[config.mk]
export PLATFORM = sky130hd
export DESIGN_NAME = memory_ram_flat
export DESIGN_NICKNAME = d
export VERILOG_FILES = /design/src/rtl/memory_ram_if.sv /design/src/rtl/memory_ram.sv /design/src/flat_wrapper.sv
export SDC_FILE = /design/constraint.sdc
export NUM_CORES = 1
export LEC_CHECK = 0
export ABC_AREA = 1
export ABC_CLOCK_PERIOD_IN_PS = 2050
export CORE_AREA = 2 2 105 107
export CTS_BUF_LIST = sky130_fd_sc_hd__clkbuf_8
export DETAILED_ROUTE_END_ITERATION = 7
export DIE_AREA = 0 0 107 109
export PLACE_DENSITY = 0.86
export SLEW_MARGIN = 20
export SYNTH_ARGS = -nofsm -noshare
export SYNTH_HDL_FRONTEND = slang
export SYNTH_SLANG_ARGS = --single-unit
[constraint.sdc]
create_clock -name clk -period 2.05 [get_ports clk]
set_input_delay 0.205 -clock clk [delete_from_list [all_inputs] [get_ports clk]]
set_output_delay 0.205 -clock clk [all_outputs]
set_load 0.01 [all_outputs]
[src/rtl/memory_ram_if.sv]
// rtl/memory_ram_if.sv - request/response bus between a client and memory_ram
interface memory_ram_if #(
  parameter int WIDTH  = 8,
  parameter int ADDR_W = 4
);
  logic              req_valid;
  logic              req_ready;
  logic              req_we;
  logic [ADDR_W-1:0] req_addr;
  logic [WIDTH-1:0]  req_wdata;
  logic [WIDTH-1:0]  req_wmask;
  logic              rsp_valid;
  logic              rsp_ready;
  logic [WIDTH-1:0]  rsp_rdata;
  logic              rsp_err;

  modport master (
    output req_valid, req_we, req_addr, req_wdata, req_wmask, rsp_ready,
    input  req_ready, rsp_valid, rsp_rdata, rsp_err
  );

  modport slave (
    input  req_valid, req_we, req_addr, req_wdata, req_wmask, rsp_ready,
    output req_ready, rsp_valid, rsp_rdata, rsp_err
  );
endinterface

[src/rtl/memory_ram.sv]
// rtl/memory_ram.sv - single-port RAM with bit masks, zero sweep and a one-entry response register
module memory_ram #(
  parameter int WIDTH  = 8,
  parameter int DEPTH  = 16,
  parameter int ADDR_W = $clog2(DEPTH)
) (
  input  logic            clk,
  input  logic            rst_n,
  memory_ram_if.slave     bus,
  output logic            init_busy
);
  localparam int ADDR_W1 = ADDR_W + 1;
  localparam logic [ADDR_W-1:0] LAST_ADDR = ADDR_W'(DEPTH - 1);
  // One extra bit so DEPTH itself is representable when DEPTH is a power of two.
  localparam logic [ADDR_W:0]   DEPTH_W   = ADDR_W1'(DEPTH);

  typedef enum logic {ST_INIT, ST_READY} state_e;

  state_e            state_q, state_d;
  logic [ADDR_W-1:0] cnt_q, cnt_d;
  logic              rsp_valid_q, rsp_valid_d;
  logic [WIDTH-1:0]  rsp_rdata_q, rsp_rdata_d;
  logic              rsp_err_q, rsp_err_d;
  logic              init_busy_q, init_busy_d;

  logic [WIDTH-1:0]  mem [DEPTH];

  logic              addr_ok;
  logic              accept;
  logic [WIDTH-1:0]  mem_rdata;
  logic              mem_we;
  logic [ADDR_W-1:0] mem_waddr;
  logic [WIDTH-1:0]  mem_wdata;

  assign addr_ok       = ({1'b0, bus.req_addr} < DEPTH_W);
  // A held, unconsumed response stalls every request so it cannot be overwritten.
  assign bus.req_ready = (state_q == ST_READY) && (!rsp_valid_q || bus.rsp_ready);
  assign accept        = bus.req_valid && bus.req_ready;
  assign mem_rdata     = addr_ok ? mem[bus.req_addr] : '0;

  // Next-state: sweep sequencing, request decode and response register update.
  always_comb begin
    state_d     = state_q;
    cnt_d       = cnt_q;
    rsp_valid_d = rsp_valid_q;
    rsp_rdata_d = rsp_rdata_q;
    rsp_err_d   = rsp_err_q;
    init_busy_d = init_busy_q;
    mem_we      = 1'b0;
    mem_waddr   = bus.req_addr;
    mem_wdata   = '0;
    case (state_q)
      ST_INIT: begin
        mem_we    = 1'b1;
        mem_waddr = cnt_q;
        mem_wdata = '0;
        cnt_d     = cnt_q + 1'b1;
        if (cnt_q == LAST_ADDR) begin
          state_d     = ST_READY;
          init_busy_d = 1'b0;
          cnt_d       = '0;
        end
      end
      ST_READY: begin
        if (rsp_valid_q && bus.rsp_ready) begin
          rsp_valid_d = 1'b0;
        end
        if (accept) begin
          if (bus.req_we) begin
            // Out-of-range writes are dropped without any indication.
            mem_we    = addr_ok;
            mem_wdata = (mem_rdata & ~bus.req_wmask) | (bus.req_wdata & bus.req_wmask);
          end else begin
            rsp_valid_d = 1'b1;
            rsp_rdata_d = mem_rdata;
            rsp_err_d   = !addr_ok;
          end
        end
      end
      default: begin
        state_d = ST_INIT;
      end
    endcase
  end

  // Control and response registers; reset restarts the sweep and drops any response.
  always_ff @(posedge clk or negedge rst_n) begin
    if (!rst_n) begin
      state_q     <= ST_INIT;
      cnt_q       <= '0;
      rsp_valid_q <= 1'b0;
      rsp_rdata_q <= '0;
      rsp_err_q   <= 1'b0;
      init_busy_q <= 1'b1;
    end else begin
      state_q     <= state_d;
      cnt_q       <= cnt_d;
      rsp_valid_q <= rsp_valid_d;
      rsp_rdata_q <= rsp_rdata_d;
      rsp_err_q   <= rsp_err_d;
      init_busy_q <= init_busy_d;
    end
  end

  // Storage array; deliberately not reset, the sweep defines its contents.
  always_ff @(posedge clk) begin
    if (mem_we) begin
      mem[mem_waddr] <= mem_wdata;
    end
  end

  assign bus.rsp_valid = rsp_valid_q;
  assign bus.rsp_rdata = rsp_rdata_q;
  assign bus.rsp_err   = rsp_err_q;
  assign init_busy     = init_busy_q;
endmodule

[src/flat_wrapper.sv]
// flat-port wrapper written by rule: the top's interface ports become plain ports
module memory_ram_flat 
#(
  parameter int WIDTH  = 8,
  parameter int DEPTH  = 16,
  parameter int ADDR_W = $clog2(DEPTH)
)
  (clk, rst_n, init_busy, bus_req_valid, bus_req_we, bus_req_addr, bus_req_wdata, bus_req_wmask, bus_rsp_ready, bus_req_ready, bus_rsp_valid, bus_rsp_rdata, bus_rsp_err);
  memory_ram_if #(.WIDTH(WIDTH), .ADDR_W(ADDR_W)) bus_i ();
  input  logic clk;
  input  logic rst_n;
  output logic init_busy;
  input wire logic [$bits(bus_i.req_valid)-1:0] bus_req_valid;
  input wire logic [$bits(bus_i.req_we)-1:0] bus_req_we;
  input wire logic [$bits(bus_i.req_addr)-1:0] bus_req_addr;
  input wire logic [$bits(bus_i.req_wdata)-1:0] bus_req_wdata;
  input wire logic [$bits(bus_i.req_wmask)-1:0] bus_req_wmask;
  input wire logic [$bits(bus_i.rsp_ready)-1:0] bus_rsp_ready;
  output wire logic [$bits(bus_i.req_ready)-1:0] bus_req_ready;
  output wire logic [$bits(bus_i.rsp_valid)-1:0] bus_rsp_valid;
  output wire logic [$bits(bus_i.rsp_rdata)-1:0] bus_rsp_rdata;
  output wire logic [$bits(bus_i.rsp_err)-1:0] bus_rsp_err;
  assign bus_i.req_valid = bus_req_valid;
  assign bus_i.req_we = bus_req_we;
  assign bus_i.req_addr = bus_req_addr;
  assign bus_i.req_wdata = bus_req_wdata;
  assign bus_i.req_wmask = bus_req_wmask;
  assign bus_i.rsp_ready = bus_rsp_ready;
  assign bus_req_ready = bus_i.req_ready;
  assign bus_rsp_valid = bus_i.rsp_valid;
  assign bus_rsp_rdata = bus_i.rsp_rdata;
  assign bus_rsp_err = bus_i.rsp_err;
  memory_ram #(.WIDTH(WIDTH), .DEPTH(DEPTH), .ADDR_W(ADDR_W)) u_core (.clk(clk), .rst_n(rst_n), .bus(bus_i), .init_busy(init_busy));
endmodule
* Word level (Yosys, flattened, before mapping)
Memory sizes are Yosys's and may differ from the RTL's.
Cells that the tools add are included.
** Storage, ports and cells
- Flip-flop bits (word level) :: 15
- RAM bits :: 128
- Memories :: 1
- Bits of input ports :: 25
- Output and inout bits :: 12
- Word-level logic and storage cells :: 36
** Memories
- u_core.mem :: depth 16, width 8, read ports 1, clocked after memory_dff 0, wr ports 1, RTL line memory_ram.sv:26 : logic [WIDTH-1:0] mem [DEPTH];
** Cells by class
- Bitwise logic cells :: 6
- Eq/ne operators :: 1
- Multiplexer cells :: 15
- $add $sub $neg :: 1
- Reductions and logical operators :: 7
** Operator list (count)
- $and A8 B8 Y8 :: 2
- $mux W8 :: 2
- $pmux W8 S2 :: 1
- $mux W1 :: 9
- $mux W4 :: 2
- $not A8 Y8 :: 1
- $or A8 B8 Y8 :: 1
- $add A4 B1 Y4 const B :: 1
- $eq A4 B4 Y1 const B :: 1
- $logic_and A1 B1 Y1 :: 3
- $reduce_and A3 Y1 :: 1
- $not A1 Y1 :: 2
- $pmux W1 S2 :: 1
- $reduce_and A2 Y1 :: 1
- $logic_not A1 Y1 :: 1
- $logic_or A1 B1 Y1 :: 1

* Depth between registers and ports, before layout
Gate-level depths: netlist (run 1).
- Word-level depth :: 8
- Depth in mapped cells :: 10
- Gate-level depth less buffers :: 9

* Worst setup path before layout (run 1)
No wires, ideal clock.
- Path kind :: register -> register
- Start :: register u_core.state_q
- End :: memory u_core.mem[11][0], enable pin
- Stages on the path, launching flop included :: 7
- Library setup time :: 0.370 ns
- Clock period less this slack :: 1.776 ns
- Setup slack :: 0.274 ns
- Buffers on the path :: 1
- Data required time :: 1.680 ns
- Arrival time :: 1.406 ns
- Path through :: dfrtp_1 -> buf_4 -> nand2_1 -> o21ai_0 -> nor2_1 -> nand2_1 -> nor2_1
** Between the ends
- Word-level cells in the longest chain between the ends :: 6
- Elaborated cells between the ends (all ways) :: 8
- Those cells by class :: mux: 5; bitwise: 1; reduce/logical: 2
** RTL lines
- start: declaration :: RTL line memory_ram.sv:19 : state_e state_q, state_d;
- start signal: assignment :: RTL line memory_ram.sv:96 : state_q <= state_d;
- $logic_and A1 B1 Y1 :: RTL line memory_ram.sv:37 : assign bus.req_ready = (state_q == ST_READY) && (!rsp_valid_q || bus.rsp_ready);
- $logic_and A1 B1 Y1 :: RTL line memory_ram.sv:38 : assign accept = bus.req_valid && bus.req_ready;
- $mux W1 :: RTL line memory_ram.sv:68 : if (accept) begin
- $pmux W1 S2 :: RTL line memory_ram.sv:52 : case (state_q)
- $mux W1 :: RTL line memory_ram.sv:107 : if (mem_we) begin
- $mux W1 (not written as such) :: RTL line memory_ram.sv:108 : mem[mem_waddr] <= mem_wdata;
- end: declaration :: RTL line memory_ram.sv:26
Parallel ways exist; a longest one is shown, timed or not.

* Final worst setup path (run 1)
- Start :: register u_core.state_q
- End :: memory u_core.mem[2][5], enable pin
The elaborated chain is that of the path after synthesis.

==> flow_summary.ini, run 1 <==
[clock_network]
cts_root_buffer = clkbuf_8
htreeDepth = 4
cts_resized = 0
ctsHoldBuffers = 0
cts_sinks = 143
clk_path_buf_depth = 2
postCtsSetupRepairBufs = 0
tritoncts = yes
clkLatencyLatePin_ns = 0.46
clkTransAtPathRegs_ns = 0.09
cts_buffers = 17

[routing]
drtIter0Drc = 705
wl_per_cell_microns = 17.85
drtAntennaViolNets = 0
dr_total_vias = 4901
routed_via_density = 5.550
drc = 0
dr.pass1.iters = 7
routed_wl_microns = 15760

[synth]
synthSimpleGateAreaFrac = 0.2474
synth_area_leaders = edfxtp_1 (60%), nand2_1 (15%), nand3_1 (7.1%)
syn_nets = 685
synth_cell_types = 24
synth_top_family_by_area = simple AND/OR/NAND/NOR gates
syn_inst = 659
ys_ff_latch = 143
synth-adder-area-share = 0.001955
synth_top_cell_area_share = 0.6007
syn_area_per_cell_sq_um = 9.710
synth_top_cell_by_area = edfxtp_1
synth_mux_area_frac = 0
synth-compound-area-share = 0.007235
synth_xor_area_frac = 0
ys_warn_count = 0
ys_seq_area_frac = 0.6596
synthesis.area_sq_um = 6399

[layout]
areaGrowthSynthToFinish_pct = 19.30
final_cells = 883
drive_above_1_share = 0.1171
n_antenna_cell = 0
nets = 756
final_cell_area_sq_um = 7634

[pwr]
p_leak_nw = 3.460
vdd_drop_max_mv = 0.4917
p_per_area_nw_per_um2 = 848.4

[floorplan]
core-area_sq_um = 10600
io_pins = 37
die-area_sq_um = 11660
start_util = 0.6035
std_cell_rows = 38
die_h_microns = 109
die_w_microns = 107

[global_routing]
track_usage = 0.2885
grt_max_degree = 66
grt_first_pass_wirelength_microns = 24780
antenna_found_initial = 0
grt_pass1_vias = 4806
overflow = 0

[worst_setup_path]
start_kind = register
end_kind = register
critical_path_class = register to register
crit_required_ns = 2.20
critPathArrivalTime_ns = 2.05
crit_fanout = 9

[placement]
gp_congestion = 1.014
dp_cells = 851
dpl.hpwl_microns = 10130
placed_area_sq_um = 7157
portBuffers = 35

[sta]
rsz0062_at_grt = false
fin_crit_ns = 1.902
finalHoldViolCount = 0
finClkSkew_ns = 0.01900
fmax_mhz = 525.7
timing.final.crit_share = 0.9279
final-setup-viol-count = 0
slew_headroom = 0.5558
drv_slew = 0
worstMarginPinSlew_ns = 0.6643

[worst_hold_path]
hold_path_class = primary input to async pin

[run_status]
status = finished clean

[run]
maxCapViolCount = 0
## cell type report
class	instances	area (sq um)
fillers	667	2969
flip-flops and latches	143	4222
multi-input cells	394	1645
clock buffers	17	234.0
inverters	96	360.3
clock inverters	15	241.5
repair buffers	78	755.7
well taps	140	175.2
## through the flow
| stage | setup TNS, ns | hold slack, ns | setup slack, ns | utilization | total power [mW] |
|---|---|---|---|---|---|
| floorplan | 0 | -0.09059 | 0.2737 | - | 3.609 |
| global placement | 0 | 0.4457 | 0.01156 | 0.6750 | 3.870 |
| detailed placement | -2.607 | 0.4644 | -0.05131 | 0.6750 | 3.889 |
| CTS | 0 | 0.1567 | 0.07853 | 0.7198 | 6.487 |
| global route | 0 | 0.1752 | 0.06251 | 0.7200 | 6.663 |
| finish | 0 | 0.1507 | 0.1479 | 0.7200 | 6.476 |
## Yosys cell counts, drive strengths merged
library cell / count
nand2: 252
edfxtp: 128
inv: 96
nand3: 93
nor2: 38
buf: 25
dfrtp: 14
o21ai: 4
a21oi: 3
clkbuf: 1
conb: 1
dfstp: 1
ha: 1
nand4: 1
o21a: 1
## path summary, 6_finish.rpt
kind / startpoint / end / slack, ns / cells after the start
setup reg to reg: u_core.state_q / u_core.mem[2][5] / 0.15 / 7
min in group clk: u_core.init_busy / u_core.init_busy / 0.48 / 1
hold reg to reg: u_core.init_busy / u_core.init_busy / 0.48 / 1
max in group asynchronous: rst_n / u_core.state_q / 1.43 / 1
hold / removal: rst_n / u_core.bus.rsp_rdata[3] / 0.15 / 1
setup / recovery: u_core.state_q / u_core.mem[2][5] / 0.15 / 7
## cell usage in the layout, fill, tap and decap left out, types with 2 or more instances in the layout
cell,n
nand3_1,91
nand2_1,251
clkdlybuf4s50_1,34
edfxtp_1,128
buf_12,7
clkinv_2,3
nor2_1,36
nand3_2,2
inv_2,4
dfrtp_1,13
inv_1,93
inv_6,2
o21ai_1,2
buf_4,36
clkbuf_8,17
clkinv_4,2
a21oi_1,3
bufinv_16,6
## critical path: stages (launching register included)
cell and delay, ns:
dfrtp_2 0.49, buf_4 0.19, o21ai_2 0.27, inv_1 0.11, nor2_1 0.10, nand2_1 0.11, nor2_1 0.12, buf_4 0.20
## power by group
group          leakage [nW]  switching, mW  internal, mW  total (mW)
Sequential             1.39         0.0217          3.22        3.24
Combinational          1.83          0.359         0.240       0.599
Clock                 0.242           1.07          1.57        2.63
## flip-flops by register name, summed over array words and instances, names as in the netlist
signal / cells
u_core.bus.rsp_rdata: 8
u_core.bus.rsp_valid: 1
u_core.cnt_q: 4
u_core.mem: 128
u_core.state_q: 1
u_core.init_busy: 1
## cells by family (layout without fill, tap and decap cells)
| group | after synthesis | in the layout |
|---|---|---|
| other cells | 1 | 1 |
| simple gates | 384 | 384 |
| buf+inv | 122 | 206 |
| flops | 143 | 143 |
| compound gates | 8 | 8 |
| fa+ha+maj | 1 | 1 |
## layer usage
layer	track usage	vias to the layer above	routed length, microns
met1	0.3666	2249	6093
met3	0.09803	58	1806
li1	-	2248	-
met5	0	-	0
met4	0.1373	0	686
met2	0.4500	346	7175
Note: power is estimated with default switching activity, not from simulation.
==> run 2, diff against run 1 <==
- CORE_AREA: 2 2 105 107 -> 2 2 104 106
- DIE_AREA: 0 0 107 109 -> 0 0 106 108
- DONT_BUFFER_PORTS: not set -> 1
- GPL_ROUTABILITY_DRIVEN: not set -> 0
- PLACE_DENSITY: 0.86 -> 0.83
==> run 2 against run 1 <==
Combinational power decreased by 34%; final area decreased by 7.8%; die area decreased by 1.8%; clock power decreased by 9.5%; non-clock buffer count decreased by 55; wire length decreased by 5.6%; global-route usage decreased by 1.4 points; final cell count decreased by 6.7%; hold slack got worse by 0.11 ns; critical path depth unchanged; fmax decreased by 4.7%; flip-flop and latch count unchanged.
==> flow_summary.ini, run 2 (synthesized netlist as in run 1, its figures left out) <==
[clock_network]
cts_resized = 0
htreeDepth = 4
cts_sinks = 143
tritoncts = yes
clkLatencyLatePin_ns = 0.45
clkTransAtPathRegs_ns = 0.08
cts_buffers = 17
clk_path_buf_depth = 2
cts_root_buffer = clkbuf_8

[sta]
slew_headroom = 0.4589
final-setup-viol-count = 0
fmax_mhz = 500.8
fin_crit_ns = 1.997
worstMarginPinSlew_ns = 0.8107
timing.final.crit_share = 0.9741
finalHoldViolCount = 0
drv_slew = 0
rsz0062_at_grt = false
fin_hold_ws_ns = 0.04236
tns_ns = 0
finClkSkew_ns = 0.01313

[layout]
mostFrequentLayoutCell = nand2_1
regMostFlops = u_core.mem
largest_reg_flops = 128
areaGrowthSynthToFinish_pct = 10.01
final_util = 0.6880
n_antenna_cell = 0
fill_cells = 692
drive_above_1_share = 0.09012
most-common-layout-cells = nand2_1 (251), edfxtp_1 (128), inv_1 (93)
nets = 701

[worst_setup_path]
crit_chain = nand2_1 -> nand2_1 -> nor2_2 -> nand2_2 -> nor2_1 -> nand2_1 -> inv_1
crit_required_ns = 2.18
end_kind = register
cpLargestDelayFamily = simple AND/OR/NAND/NOR gates
cp_slowest_cell = inv_1
crit_top_cell = nand2_1
critical_path_class = register to register
start_kind = register
crit_fanout = 16
worst-path-buf-inv = 1
slowest_delay_ns = 0.59
critPathArrivalTime_ns = 2.13

[routing]
drc = 0
routed_wl_microns = 14880
dr.pass1.iters = 6
routed_via_density = 5.740
drtAntennaViolNets = 0
wl_per_cell_microns = 18.06
dr_total_vias = 4730
drtIter0Drc = 763

[pwr]
combPwrFrac = 0.066
p_per_area_nw_per_um2 = 858.4
intPower_mw = 4.654
p_sw_mw = 1.389
power.total_mw = 6.042
p_sw_frac = 0.2298
p_leak_nw = 3.175
power.share.clock = 0.394
p_seq_frac = 0.540
vdd_drop_max_mv = 0.4228

[floorplan]
std_cell_rows = 37
core-area_sq_um = 10230
die_w_microns = 106
die_h_microns = 108
start_util = 0.6254
die-area_sq_um = 11450
io_pins = 37

[worst_hold_path]
hold_path_class = primary input to register

[global_routing]
grt_first_pass_wirelength_microns = 23000
grt_max_degree = 67
grt_pass1_vias = 4428
track_usage = 0.2745
overflow = 0
antenna_found_initial = 0

[placement]
portBuffers = 0
dpl.hpwl_microns = 9601

[run_status]
status = finished clean

[run]
maxCapViolCount = 0
[run 2: cell count changes in the layout (fill, tap and decap cells not counted), sizes merged]
cell | before | now
clkinv | 5 | 4
bufinv | 6 | 4
clkinvlp | 1 | 4
dlygate4sd3 | 0 | 2
clkdlybuf4s50 | 34 | 0
buf | 44 | 21
[run 2: through the flow]
| step | area, sq um | setup slack, ns | cells |
|---|---|---|---|
| 2_1_floorplan | 6399 | 0.2737 | 659 |
| 3_3_place_gp | 6591 | 0.08294 | 790 |
| 3_5_place_dp | 6591 | -0.04222 | 790 |
| 4_1_cts | 7039 | 0.1118 | 824 |
| 5_1_grt | 7039 | 0.0005209 | 824 |
| 6_report | 7039 | 0.05307 | 824 |
[run 2: layout make-up]
class / count / area [sq um] / share of cell area
flip-flops and latches: 143 / 4220 / 0.5995
multi-input cells: 394 / 1645 / 0.2337
inverters: 96 / 360.3 / 0.05119
clock buffers: 17 / 234.0 / 0.03324
repair buffers: 23 / 215.2 / 0.03057
clock inverters: 15 / 193.9 / 0.02755
well taps: 136 / 170.2 / 0.02417
[run 2: power by group through the flow]
stage / sequential [mW] / combinational (mW) / clock (mW)
final: 3.26 / 0.396 / 2.38
after global routing: 3.27 / 0.430 / 2.51
after CTS: 3.26 / 0.386 / 2.39
after detailed placement: 3.33 / 0.370 / 0
after global placement: 3.33 / 0.357 / 0
after floorplan: 3.32 / 0.289 / 0
[run 2: worst min-delay path, stage by stage]
cell and delay [ns]:
nand3_1 0.10, nand2_1 0.06, nand2_1 0.05, nand2_1 0.04
[run 2: what timing repair did]
item,CTS,global route
setup buffers,0,0
endpoints found under the hold margin,23,0
hold buffers,2,0
[run 2: metal layers]
layer / global-route usage / wire [microns]
met1: 0.3464 / 5578
met2: 0.4387 / 6773
met3: 0.07896 / 1754
met4: 0.1391 / 772
met5: 0 / 0
[run 2: worst paths after layout]
path,start,slack (ns),to,depth (start not counted)
worst max register to register,u_core.bus.rsp_valid,0.05,u_core.mem[14][5],7
worst max-delay path,u_core.bus.rsp_valid,0.05,u_core.mem[14][5],7
min in group asynchronous,rst_n,0.24,u_core.bus.rsp_rdata[5],1
worst min-delay path,bus_req_addr[3],0.04,u_core.bus.rsp_rdata[5],4
worst min register to register,u_core.init_busy,0.49,u_core.init_busy,1
max in group asynchronous,rst_n,1.37,u_core.state_q,1
